[config.mk]
export PLATFORM = sky130hd
export DESIGN_NAME = elevator_ctrl_n
export DESIGN_NICKNAME = d
export VERILOG_FILES = /design/src/rtl/elevator_pkg.sv /design/src/rtl/elevator_door_timer.sv /design/src/rtl/elevator_ctrl_n.sv
export SDC_FILE = /design/constraint.sdc
export NUM_CORES = 1
export LEC_CHECK = 0
export BUFFER_PORTS_ARGS = -buffer_cell sky130_fd_sc_hd__buf_2
export CORE_AREA = 2 2 60 62
export CTS_CLUSTER_DIAMETER = 200
export CTS_CLUSTER_SIZE = 24
export DETAILED_ROUTE_END_ITERATION = 8
export DIE_AREA = 0 0 62 64
export PLACE_DENSITY = 0.76
export SYNTH_ARGS = -nofsm -noshare
export SYNTH_HDL_FRONTEND = slang
export SYNTH_SLANG_ARGS = --single-unit
[constraint.sdc]
create_clock -name clk -period 2.15 [get_ports clk]
set_input_delay 0.43 -clock clk [delete_from_list [all_inputs] [get_ports clk]]
set_output_delay 0.43 -clock clk [all_outputs]
set_load 0.02 [all_outputs]
[src/rtl/elevator_pkg.sv]
// Shared state type, direction constants and sensor-decode helpers for elevator_ctrl_n.
package elevator_pkg;

  typedef enum logic [1:0] {
    IDLE,
    MOVE_UP,
    MOVE_DOWN,
    DOOR_OPEN
  } state_e;

  localparam logic DIR_UP   = 1'b0;
  localparam logic DIR_DOWN = 1'b1;

  localparam int unsigned MAX_FLOORS = 16;

  function automatic logic [3:0] onehot_to_idx(input logic [MAX_FLOORS-1:0] oh);
    logic [3:0] idx;
    idx = '0;
    for (int unsigned i = 0; i < MAX_FLOORS; i++) begin
      if (oh[i]) idx = 4'(i);
    end
    return idx;
  endfunction

  function automatic logic is_onehot(input logic [MAX_FLOORS-1:0] v);
    return (v != '0) && ((v & (v - 16'd1)) == '0);
  endfunction

endpackage

[src/rtl/elevator_door_timer.sv]
// Door-open interval counter: load or hold pins it at the full interval, done_o marks expiry.
module elevator_door_timer #(
  parameter int unsigned DOOR_CYCLES = 8
) (
  input  logic clk,
  input  logic reset,
  input  logic load_i,
  input  logic hold_i,
  output logic done_o
);

  localparam int unsigned CW = $clog2(DOOR_CYCLES);
  localparam logic [CW-1:0] LOAD_VAL = CW'(DOOR_CYCLES - 1);

  logic [CW-1:0] cnt_q, cnt_d;

  always_comb begin
    cnt_d = cnt_q;
    if (load_i || hold_i) begin
      cnt_d = LOAD_VAL;
    end else if (cnt_q != '0) begin
      cnt_d = cnt_q - CW'(1);
    end
  end

  always_ff @(posedge clk) begin
    if (reset) cnt_q <= '0;
    else       cnt_q <= cnt_d;
  end

  assign done_o = !load_i && !hold_i && (cnt_q == '0);

endmodule

[src/rtl/elevator_ctrl_n.sv]
// N-floor SCAN elevator controller: request latches, scheduler and Moore output decode.
// Build option DOOR_HOLD_EN adds input door_hold, which keeps the door open while asserted.
module elevator_ctrl_n
  import elevator_pkg::*;
#(
  parameter  int unsigned FLOORS      = 4,
  parameter  int unsigned DOOR_CYCLES = 8,
  localparam int unsigned FLW         = $clog2(FLOORS)
) (
  input  logic              clk,
  input  logic              reset,
  input  logic [FLOORS-1:0] floor_sensor,
  input  logic [FLOORS-1:0] hall_up,
  input  logic [FLOORS-1:0] hall_dn,
  input  logic [FLOORS-1:0] car_req,
`ifdef DOOR_HOLD_EN
  input  logic              door_hold,
`endif
  output logic              up,
  output logic              down,
  output logic              stop,
  output logic              open_door,
  output logic [FLW-1:0]    cur_floor,
  output logic [FLOORS-1:0] pend_req
);

  state_e            state_q, state_d;
  logic              dir_q, dir_d;
  logic [FLW-1:0]    cur_floor_q, cur_floor_d;
  logic [FLOORS-1:0] req_up_q, req_up_d, req_dn_q, req_dn_d, req_car_q, req_car_d;
  logic [FLOORS-1:0] set_up, set_dn, set_car, all_req;
  logic [FLW-1:0]    sens_idx, stop_f;
  logic              sens_valid, absorb, hold_door, timer_load, door_done, enter_door;
  logic              serve_here, serve_sens, above_c, below_c;

  function automatic logic beyond(input logic [FLOORS-1:0] r, input logic [FLW-1:0] f,
                                  input logic d);
    logic hit;
    hit = 1'b0;
    for (int unsigned i = 0; i < FLOORS; i++) begin
      if (r[i] && ((d == DIR_UP) ? (i > 32'(f)) : (i < 32'(f)))) hit = 1'b1;
    end
    return hit;
  endfunction

  // Opposite-direction hall call is only served once nothing remains further along.
  function automatic logic serve_at(input logic [FLOORS-1:0] car, input logic [FLOORS-1:0] u,
                                    input logic [FLOORS-1:0] dn, input logic [FLW-1:0] f,
                                    input logic d);
    logic far;
    far = beyond(car | u | dn, f, d);
    if (d == DIR_UP) return car[f] | u[f] | (dn[f] & ~far);
    else             return car[f] | dn[f] | (u[f] & ~far);
  endfunction

  assign sens_valid = is_onehot(16'(floor_sensor));
  assign sens_idx   = FLW'(onehot_to_idx(16'(floor_sensor)));
  assign all_req    = req_up_q | req_dn_q | req_car_q;
  assign above_c    = beyond(all_req, cur_floor_q, DIR_UP);
  assign below_c    = beyond(all_req, cur_floor_q, DIR_DOWN);
  assign serve_here = serve_at(req_car_q, req_up_q, req_dn_q, cur_floor_q, dir_q);
  assign serve_sens = serve_at(req_car_q, req_up_q, req_dn_q, sens_idx, dir_q);
  assign cur_floor_d = sens_valid ? sens_idx : cur_floor_q;

  always_comb begin
    set_up  = hall_up;
    set_dn  = hall_dn;
    set_car = car_req;
    set_up[FLOORS-1] = 1'b0;
    set_dn[0]        = 1'b0;
    absorb = 1'b0;
    if (state_q == DOOR_OPEN) begin
      absorb = set_up[cur_floor_q] | set_dn[cur_floor_q] | set_car[cur_floor_q];
      set_up[cur_floor_q]  = 1'b0;
      set_dn[cur_floor_q]  = 1'b0;
      set_car[cur_floor_q] = 1'b0;
    end
  end

`ifdef DOOR_HOLD_EN
  assign hold_door = door_hold && (state_q == DOOR_OPEN);
`else
  assign hold_door = 1'b0;
`endif

  // Preloading while outside DOOR_OPEN avoids a load path through next-state logic.
  assign timer_load = (state_q != DOOR_OPEN) || absorb;

  elevator_door_timer #(.DOOR_CYCLES(DOOR_CYCLES)) u_door_timer (
    .clk    (clk),
    .reset  (reset),
    .load_i (timer_load),
    .hold_i (hold_door),
    .done_o (door_done)
  );

  always_comb begin
    state_d = state_q;
    dir_d   = dir_q;
    stop_f  = cur_floor_q;
    case (state_q)
      IDLE: begin
        if (serve_here) begin
          state_d = DOOR_OPEN;
        end else if (above_c && (dir_q == DIR_UP || !below_c)) begin
          state_d = MOVE_UP;
          dir_d   = DIR_UP;
        end else if (below_c) begin
          state_d = MOVE_DOWN;
          dir_d   = DIR_DOWN;
        end
      end
      MOVE_UP: begin
        stop_f = sens_idx;
        if (sens_valid && (serve_sens || sens_idx == FLW'(FLOORS - 1))) state_d = DOOR_OPEN;
      end
      MOVE_DOWN: begin
        stop_f = sens_idx;
        if (sens_valid && (serve_sens || sens_idx == '0)) state_d = DOOR_OPEN;
      end
      DOOR_OPEN: begin
        if (door_done) state_d = IDLE;
      end
      default: state_d = IDLE;
    endcase
  end

  assign enter_door = (state_d == DOOR_OPEN) && (state_q != DOOR_OPEN);

  always_comb begin
    req_up_d  = req_up_q | set_up;
    req_dn_d  = req_dn_q | set_dn;
    req_car_d = req_car_q | set_car;
    if (enter_door) begin
      req_car_d[stop_f] = 1'b0;
      if (dir_d == DIR_UP) req_up_d[stop_f] = 1'b0;
      else                 req_dn_d[stop_f] = 1'b0;
      if (!beyond(all_req, stop_f, dir_d)) begin
        req_up_d[stop_f] = 1'b0;
        req_dn_d[stop_f] = 1'b0;
      end
    end
  end

  always_ff @(posedge clk) begin
    if (reset) begin
      state_q     <= IDLE;
      dir_q       <= DIR_UP;
      cur_floor_q <= '0;
      req_up_q    <= '0;
      req_dn_q    <= '0;
      req_car_q   <= '0;
    end else begin
      state_q     <= state_d;
      dir_q       <= dir_d;
      cur_floor_q <= cur_floor_d;
      req_up_q    <= req_up_d;
      req_dn_q    <= req_dn_d;
      req_car_q   <= req_car_d;
    end
  end

  assign up        = (state_q == MOVE_UP);
  assign down      = (state_q == MOVE_DOWN);
  assign stop      = (state_q == IDLE) || (state_q == DOOR_OPEN);
  assign open_door = (state_q == DOOR_OPEN);
  assign cur_floor = cur_floor_q;
  assign pend_req  = all_req;

endmodule

==> results of run 1 <==
kinds of logic (layout without fill, tap and decap cells):
group	after synthesis	in the layout	synth area share
AND/OR/NAND/NOR	62	63	0.205
buffers and inverters	28	97	0.0761
XOR/XNOR	1	1	0.00555
AO/OA/AOI/OAI	71	71	0.303
flip-flops	20	20	0.254
multiplexers	10	10	0.101
adder cells (fa/ha/maj)	7	7	0.0555
area by class of cell:
class / count / share of cell area
clock buffers: 4 / 0.0212
inverters: 17 / 0.0284
multi-input cells: 152 / 0.517
flip-flops and latches: 20 / 0.181
well taps: 46 / 0.0256
repair buffers: 76 / 0.226
flip-flops by register name, indices dropped and copies added (netlist names):
name and flops:
req_car_q 4, req_dn_q 4, req_up_q 4, u_door_timer.cnt_q 3
cur_floor 2, state_q 2, dir_q 1
per-layer routing:
| layer | part of all wire | GRT usage |
|---|---|---|
| met5 | 0 | 0 |
| met4 | 0.025 | 0.109 |
| met3 | 0.065 | 0.0243 |
| met2 | 0.48 | 0.413 |
| met1 | 0.43 | 0.336 |
timing repair:
item | CTS | global route
cloned | 0 | 1
hold buffers | 0 | 0
setup endpoints to repair | 12 | 12
buffers inserted | 1 | 0
gates resized for setup | 7 | 7
pin swaps | 1 | 1
cell usage in the layout, fill, tap and decap left out, types with 2 or more instances in the layout:
cell type                    n
sky130_fd_sc_hd__and4bb_4    2
sky130_fd_sc_hd__o2111ai_1   2
sky130_fd_sc_hd__nor2b_1     2
sky130_fd_sc_hd__o21ai_1     2
sky130_fd_sc_hd__nand3_1     3
sky130_fd_sc_hd__a21o_1      4
sky130_fd_sc_hd__clkbuf_4    3
sky130_fd_sc_hd__nand3b_1    2
sky130_fd_sc_hd__dfxtp_2     2
sky130_fd_sc_hd__nor3_2      3
sky130_fd_sc_hd__o211ai_1    3
sky130_fd_sc_hd__nand2b_1    3
sky130_fd_sc_hd__mux4_2      4
sky130_fd_sc_hd__nor2_1     20
sky130_fd_sc_hd__a211o_1     2
sky130_fd_sc_hd__dfxtp_1    17
sky130_fd_sc_hd__mux2i_1     4
sky130_fd_sc_hd__buf_2      25
sky130_fd_sc_hd__a311oi_2    3
sky130_fd_sc_hd__o21ai_0     9
sky130_fd_sc_hd__mux2_2      2
sky130_fd_sc_hd__a21oi_1    20
sky130_fd_sc_hd__nand2_1    11
sky130_fd_sc_hd__nor3_1      6
sky130_fd_sc_hd__or2_4       2
sky130_fd_sc_hd__ha_1        6
sky130_fd_sc_hd__inv_1      17
sky130_fd_sc_hd__a211oi_1    4
sky130_fd_sc_hd__o221ai_1    3
sky130_fd_sc_hd__a211oi_2    3
sky130_fd_sc_hd__buf_4      51
sky130_fd_sc_hd__a311oi_1    4
power by group through the flow:
stage | logic (uW) | registers [uW] | clock network [uW]
floorplan | 892 | 512 | 0
global placement | 1420 | 529 | 0
global route | 1710 | 542 | 296
detailed placement | 1440 | 532 | 0
CTS | 1470 | 531 | 286
finish | 1590 | 536 | 287
worst min path at each step:
stage	depth (start not counted)	slack (ns)	to	startpoint
after floorplan	2	0.43	req_up_q[3]	req_up_q[3]
after global placement	2	0.54	u_door_timer.cnt_q[2]	u_door_timer.cnt_q[2]
after detailed placement	2	0.55	u_door_timer.cnt_q[2]	u_door_timer.cnt_q[2]
after CTS	3	0.43	req_car_q[0]	car_req[0]
after global routing	3	0.46	req_up_q[0]	hall_up[0]
final	3	0.43	req_car_q[0]	car_req[0]
per-stage QoR:
stage / cells / hold WS [ns] / utilization
after floorplan: 199 / 0.427 / -
after detailed placement: 309 / 0.547 / 0.647
final: 315 / 0.430 / 0.683
after global placement: 309 / 0.542 / 0.647
after global routing: 315 / 0.462 / 0.683
after CTS: 314 / 0.433 / 0.671
tightest hold or removal path, cell delays in order:
cell and delay (ns):
sky130_fd_sc_hd__buf_2 0.10, sky130_fd_sc_hd__a21oi_1 0.14, sky130_fd_sc_hd__a211oi_2 0.06
==> flow_summary_export.csv, run 1 <==
group,metric,value,unit
run_status,violations,"setup timing",
finish,seq_area,407,um2
setup_path,worst_ep_required_time,2.39,ns
floorplanning,io-pin-count,28,
clocking,clk_transition_reported_paths,0.14,ns
timing,final.setup.worst_slack,-0.230,ns
detailed_routing,ant_nets,0,
place,post_dp_cell_area,2130,um2
clocking,clock_tree.root_cell,"sky130_fd_sc_hd__clkbuf_4",
finish,post_route_cells_drive_above_1_share,0.420,
setup_path,regToRegSetupSlack,-0.23,ns
timing,worst_slew_pin_slew,0.424,ns
setup_path,reg2reg_to,"req_up_q[1]",
logic_synthesis,synth_nets,224,
timing,slew_violations,0,
pwr,p_sw,1090,uW
detailed_routing,first_iter_violations,82,
clocking,cts_tree,"yes",
timing,timing.max_slew.rel_slack,0.717,
logic_synthesis,postSynthAreaPerCell,7.93,um2
logic_synthesis,post_synth_num_cell_types,49,
pwr,vdd_drop_max,0.000685,V
clocking,ctsHtreeMaxLevel,1,
pwr,internal_power,1330,uW
global_route,grt_util_all_layers,0.255,
logic_synthesis,ys_top_cells_by_area,"sky130_fd_sc_hd__dfxtp_1 (25%), sky130_fd_sc_hd__a21oi_1 (6.3%), sky130_fd_sc_hd__ha_1 (5.5%)",
detailed_routing,drt_first_pass_iters,4,
floorplanning,dieArea,3970,um2
detailed_routing,post_detailed_routing_wire_length,4830,um
clocking,clk_latency,0.33,ns
logic_synthesis,post-synth-top-area-cell,"sky130_fd_sc_hd__dfxtp_1",
detailed_routing,vias_per_cell,5.72,
setup_path,crit_chain,"mux4_2 > or2_4 > nor4_4 > a311oi_2 > a31oi_2 > and4bb_4 > a311oi_2",
timing,final.period_utilization,1.11,
pwr,leakage,0.00101,uW
floorplanning,core-area,3280,um2
pwr,power_switching_share,0.450,
min_path,hold_path_class,"primary input to flop",
global_route,wire_length_of_the_first_global_routing_pass,7530,um
finish,number_of_filler_cells_placed_in_the_layout,253,
logic_synthesis,yosysWarnings,0,
pwr,p_seq_frac,0.222,
place,post-dp-hpwl,3560,um
detailed_routing,via_count,1803,
setup_path,worst_setup_path_start_kind,"flop",
timing,fin_crit,2.38,ns
setup_path,critPathKind,"flop to flop",
floorplanning,chipWidth,62,um
run_status,outcome,"complete, but fails checks",
setup_path,cp-endpoint,"req_up_q[1]",
pwr,comb_power_share,0.659,
setup_path,cp_slowest_stage_delay,0.52,ns
timing,finalHoldViolations,0,
setup_path,depth_of_the_worst_register_to_register_path,7,
detailed_routing,detail_route.drc_violations,0,
setup_path,worst-path-buf-inv,0,
logic_synthesis,synth_sequential_area_ratio,0.254,
pwr,clockPowerShare,0.119,
finish,antennaDiodeCount,0,
logic_synthesis,synth_seq_cells,20,
global_route,grt_start_max_net_pins,21,
timing,fin_worst_skew,0.0132,ns
floorplanning,initial_core_util,0.481,
setup_path,critical_path.max_fanout,7,
global_route,via_count_of_the_first_global_routing_pass,1684,
clocking,cts-buffers-inserted,3,
setup_path,worst_ep_arrival_time,2.62,ns
logic_synthesis,syn_inst,199,
place,dp_slack,-0.427,ns
setup_path,worst_setup_path_end_kind,"flop",
job,max-cap-violations,0,
setup_path,timing.critical_path.mode_cell,"sky130_fd_sc_hd__a311oi_2",
floorplanning,die_y,64,um
logic_synthesis,postSynth.topFlopCell,"sky130_fd_sc_hd__dfxtp_1",
logic_synthesis,syn-cell-area,1580,um2
place,routabilityCongestion,0.870,
setup_path,reg_to_reg_critical_path_startpoint,"cur_floor[0]",
setup_path,cp_num_cells,7,
timing,achievable-frequency,0.420,GHz
logic_synthesis,synth.top_cells.by_count,"sky130_fd_sc_hd__a21oi_1 (20), sky130_fd_sc_hd__dfxtp_1 (20), sky130_fd_sc_hd__nor2_1 (20), sky130_fd_sc_hd__inv_1 (17)",
detailed_routing,detail_route.wl_per_cell,15.3,um
timing,final-setup-viol-count,12,
finish,multi_input_comb_area,1160,um2
timing,rsz_0062_raised_after_global_routing,"true",
finish,design_area,2240,um2
pwr,power-per-cell-area,1080,nW/um2
timing,fin_tns_setup,-2.27,ns
clocking,ctsLongestPathBuffers,2,
global_route,grt_overflow,0,
floorplanning,std_cell_rows,21,
logic_synthesis,synth-edff-count,0,
finish,syn2layout_area_growth,42.2,%
place,placement.io_buffers,25,
setup_path,path_delay_family,"simple AND/OR/NAND/NOR gates",
pwr,p_total,2410,uW
setup_path,critical-path-slowest-cell,"sky130_fd_sc_hd__mux4_2",
logic_synthesis,synth.top_cell.area_share,0.254,
logic_synthesis,synth-async-reset-ratio,0,
finish,nets,295,
global_route,grt_antenna_before_repair,0,
clocking,cts_num_sinks,20,
setup_path,setup.worst_path.start,"cur_floor[0]",
Power figures use the tool's default switching activity.
==> run 2: changes to the inputs <==
--- a/config.mk
+++ b/config.mk
@@ -11,7 +11,8 @@
 export CTS_CLUSTER_SIZE = 24
 export DETAILED_ROUTE_END_ITERATION = 8
 export DIE_AREA = 0 0 62 64
-export PLACE_DENSITY = 0.76
+export PLACE_DENSITY = 0.78
 export SYNTH_ARGS = -nofsm -noshare
 export SYNTH_HDL_FRONTEND = slang
+export SYNTH_HIERARCHICAL = 1
 export SYNTH_SLANG_ARGS = --single-unit
==> run 2 against run 1 <==
  * Register-to-register slack got worse by 0.13 ns
  * Setup slack worse by 0.13 ns
  * Cell area is 9.4% higher
  * Flip-flop and latch count did not move
  * Hold slack improved by 0.031 ns
  * Maximum frequency down 5.1%
  * The run still ends with setup timing left
  * Critical path type unchanged
  * Largest power group unchanged
  * Die area unchanged
  * Clock power shrank 34%
  * Critical endpoint is now req_dn_q[0]
  * Global-route usage is 0.19 points lower
  * Sequential share of layout area down 1.6 points
  * Clock skew is 0.00062 ns lower
==> flow_summary_export.csv, run 2 <==
group,metric,value,unit
detailed_routing,post_detailed_routing_wire_length,5740,um
timing,final.period_utilization,1.17,
logic_synthesis,synth_seq_cells,20,
detailed_routing,detail_route.drc_violations,0,
setup_path,regToRegSetupSlack,-0.36,ns
timing,fin_crit,2.51,ns
clocking,ctsHtreeMaxLevel,1,
place,routabilityCongestion,0.927,
logic_synthesis,synth_sequential_area_ratio,0.244,
finish,finish.utilization,0.747,
setup_path,worst_setup_path_end_kind,"flop",
timing,worst_slew_pin_slew,0.559,ns
timing,fin_tns_setup,-4.22,ns
detailed_routing,ant_nets,0,
min_path,hold-path-cell-count,3,
global_route,grt_antenna_before_repair,0,
timing,achievable-frequency,0.399,GHz
place,placement.io_buffers,25,
logic_synthesis,synth-edff-count,0,
timing,final-setup-viol-count,14,
setup_path,depth_of_the_worst_register_to_register_path,8,
logic_synthesis,syn-cell-area,1640,um2
timing,timing.max_slew.rel_slack,0.623,
pwr,power-per-cell-area,1070,nW/um2
timing,finalHoldViolations,0,
finish,layout_commonest_cell,"sky130_fd_sc_hd__buf_4",
min_path,holdPathEnd,"req_car_q[0]",
global_route,wire_length_of_the_first_global_routing_pass,7580,um
logic_synthesis,synth_most_common_cell,"sky130_fd_sc_hd__a21oi_1",
pwr,vdd_drop_max,0.000514,V
finish,antennaDiodeCount,0,
global_route,grt_start_max_net_pins,21,
finish,post_route_cells_drive_above_1_share,0.488,
detailed_routing,first_iter_violations,164,
clocking,cts-buffers-inserted,3,
logic_synthesis,yosysWarnings,6,
floorplanning,core-area,3280,um2
setup_path,critPathKind,"flop to flop",
job,max-cap-violations,0,
place,post_dp_cell_area,2210,um2
logic_synthesis,postSynthAreaPerCell,8.18,um2
logic_synthesis,syn_inst,201,
min_path,hold_path_class,"primary input to flop",
floorplanning,chipWidth,62,um
global_route,grt_overflow,0,
clocking,cts_tree,"yes",
timing,slew_violations,0,
global_route,via_count_of_the_first_global_routing_pass,1704,
timing,final.setup.worst_slack,-0.358,ns
finish,top_regs,"req_car_q: 4 flops, req_dn_q: 4 flops, req_up_q: 4 flops",
clocking,ctsLongestPathBuffers,2,
floorplanning,std_cell_rows,21,
floorplanning,die_y,64,um
detailed_routing,drt_first_pass_iters,4,
finish,post_layout_nonfiller_instances,331,
setup_path,worst_ep_arrival_time,2.73,ns
finish,nets,311,
clocking,clock_tree.root_cell,"sky130_fd_sc_hd__clkbuf_4",
logic_synthesis,postSynth.topFlopCell,"sky130_fd_sc_hd__dfxtp_1",
global_route,grt_util_all_layers,0.253,
timing,fin_worst_skew,0.0126,ns
setup_path,worst_ep_required_time,2.37,ns
floorplanning,io-pin-count,28,
setup_path,critical_path.max_fanout,7,
setup_path,worst_setup_path_start_kind,"flop",
run_status,outcome,"complete, but fails checks",
clocking,cts_num_sinks,20,
floorplanning,initial_core_util,0.501,
logic_synthesis,synth.top_cells.by_count,"sky130_fd_sc_hd__a21oi_1 (24), sky130_fd_sc_hd__dfxtp_1 (20), sky130_fd_sc_hd__nor2_1 (16), sky130_fd_sc_hd__inv_1 (15), sky130_fd_sc_hd__nor3_1 (12)",
place,post-dp-hpwl,3670,um
logic_synthesis,synth.top_cell.area_share,0.244,
logic_synthesis,ys_top_cells_by_area,"sky130_fd_sc_hd__dfxtp_1 (24%), sky130_fd_sc_hd__a21oi_1 (7.3%), sky130_fd_sc_hd__ha_1 (5.3%)",
setup_path,reg_to_reg_critical_path_startpoint,"cur_floor[0]",
finish,design_area,2450,um2
logic_synthesis,post-synth-top-area-cell,"sky130_fd_sc_hd__dfxtp_1",
detailed_routing,via_count,1974,
floorplanning,dieArea,3970,um2
pwr,leakage,0.00109,uW
detailed_routing,vias_per_cell,5.96,
logic_synthesis,synth-async-reset-ratio,0,
clocking,clk_transition_reported_paths,0.12,ns
finish,syn2layout_area_growth,49.3,%
min_path,timing.hold.worst.start,"car_req[0]",
setup_path,reg2reg_to,"req_dn_q[0]",
place,dpl.cell_count,319,
clocking,clk_latency,0.30,ns
timing,rsz_0062_raised_after_global_routing,"true",
run_status,violations,"setup timing",
finish,most_frequent_cells_in_the_layout,"sky130_fd_sc_hd__buf_4 (63), sky130_fd_sc_hd__buf_2 (25), sky130_fd_sc_hd__a21oi_1 (20)",
logic_synthesis,post_synth_num_cell_types,52,
detailed_routing,detail_route.wl_per_cell,17.4,um
-- run 2: cell count changes after synthesis, moves of 3 or more --
cell,change
sky130_fd_sc_hd__nor4b_1,+3
sky130_fd_sc_hd__a21oi_1,+4
sky130_fd_sc_hd__a211oi_2,+3
sky130_fd_sc_hd__nand2_1,-5
sky130_fd_sc_hd__nor2_1,-4
sky130_fd_sc_hd__o211ai_1,-3
sky130_fd_sc_hd__o22ai_1,+5
-- run 2: where the power goes --
group          switching (uW)  total, uW  internal, uW
registers                85.9        527           441
logic                    1030       1900           869
clock network             117        189          72.3
-- run 2: worst max-delay path, stage by stage (launching register included) --
cell and delay, ns:
sky130_fd_sc_hd__dfxtp_4 0.43, sky130_fd_sc_hd__buf_6 0.13, sky130_fd_sc_hd__mux4_2 0.51, sky130_fd_sc_hd__or2_4 0.29
sky130_fd_sc_hd__nor3b_4 0.27, sky130_fd_sc_hd__a31oi_4 0.13, sky130_fd_sc_hd__a21oi_4 0.25, sky130_fd_sc_hd__o31ai_2 0.13
sky130_fd_sc_hd__a311oi_2 0.28
-- run 2: through the flow --
step                total power, uW  setup WS [ns]  hold WS (ns)
floorplan                      1480         -0.155         0.440
global placement               2000         -0.354         0.477
detailed placement             2040         -0.428         0.495
CTS                            2290         -0.290         0.445
global route                   2780         -0.481         0.481
finish                         2620         -0.358         0.461
-- run 2: layout make-up --
type | count | area, um2
multi-input combinational | 155 | 1280
inverter | 15 | 56.3
clock buffer | 4 | 26.3
timing repair buffer | 91 | 632
fill | 236 | 830
sequential | 20 | 407
tap | 46 | 57.6
-- run 2: kinds of logic (layout without fill, tap and decap cells) --
logic type,after synthesis,after routing,share of synthesized area
AO/OA/AOI/OAI,77,78,0.336
AND/OR/NAND/NOR,57,57,0.186
buffers and inverters,28,110,0.0860
flip-flops,20,20,0.244
multiplexers,9,9,0.0814
adder cells (fa/ha/maj),7,7,0.0533
XOR/XNOR,2,2,0.0107
other,1,2,0.00228
-- run 2: how the worst max path moves through the flow --
stage | from | to | slack [ns] | cells past startpoint
floorplan | cur_floor[0] | req_dn_q[0] | -0.16 | 9
global placement | hall_dn[1] | req_up_q[3] | -0.35 | 13
detailed placement | car_req[1] | req_up_q[2] | -0.43 | 13
CTS | cur_floor[0] | req_up_q[2] | -0.29 | 8
global route | cur_floor[0] | req_car_q[2] | -0.48 | 8
finish | cur_floor[0] | req_dn_q[0] | -0.36 | 8
-- run 2: routing by layer --
metal	global-route usage	wire length, um
met5	0	0
met2	0.418	2770
met3	0.0142	451
met4	0.0745	273
met1	0.348	2250
-- run 2: timing repair --
action                                  4_1_cts  5_1_grt
pin swaps                                     2       14
hold buffers                                  0        0
gates resized for setup                       7       27
gates cloned                                  0        1
setup buffers                                 1        6
endpoints found under the setup margin       13       15
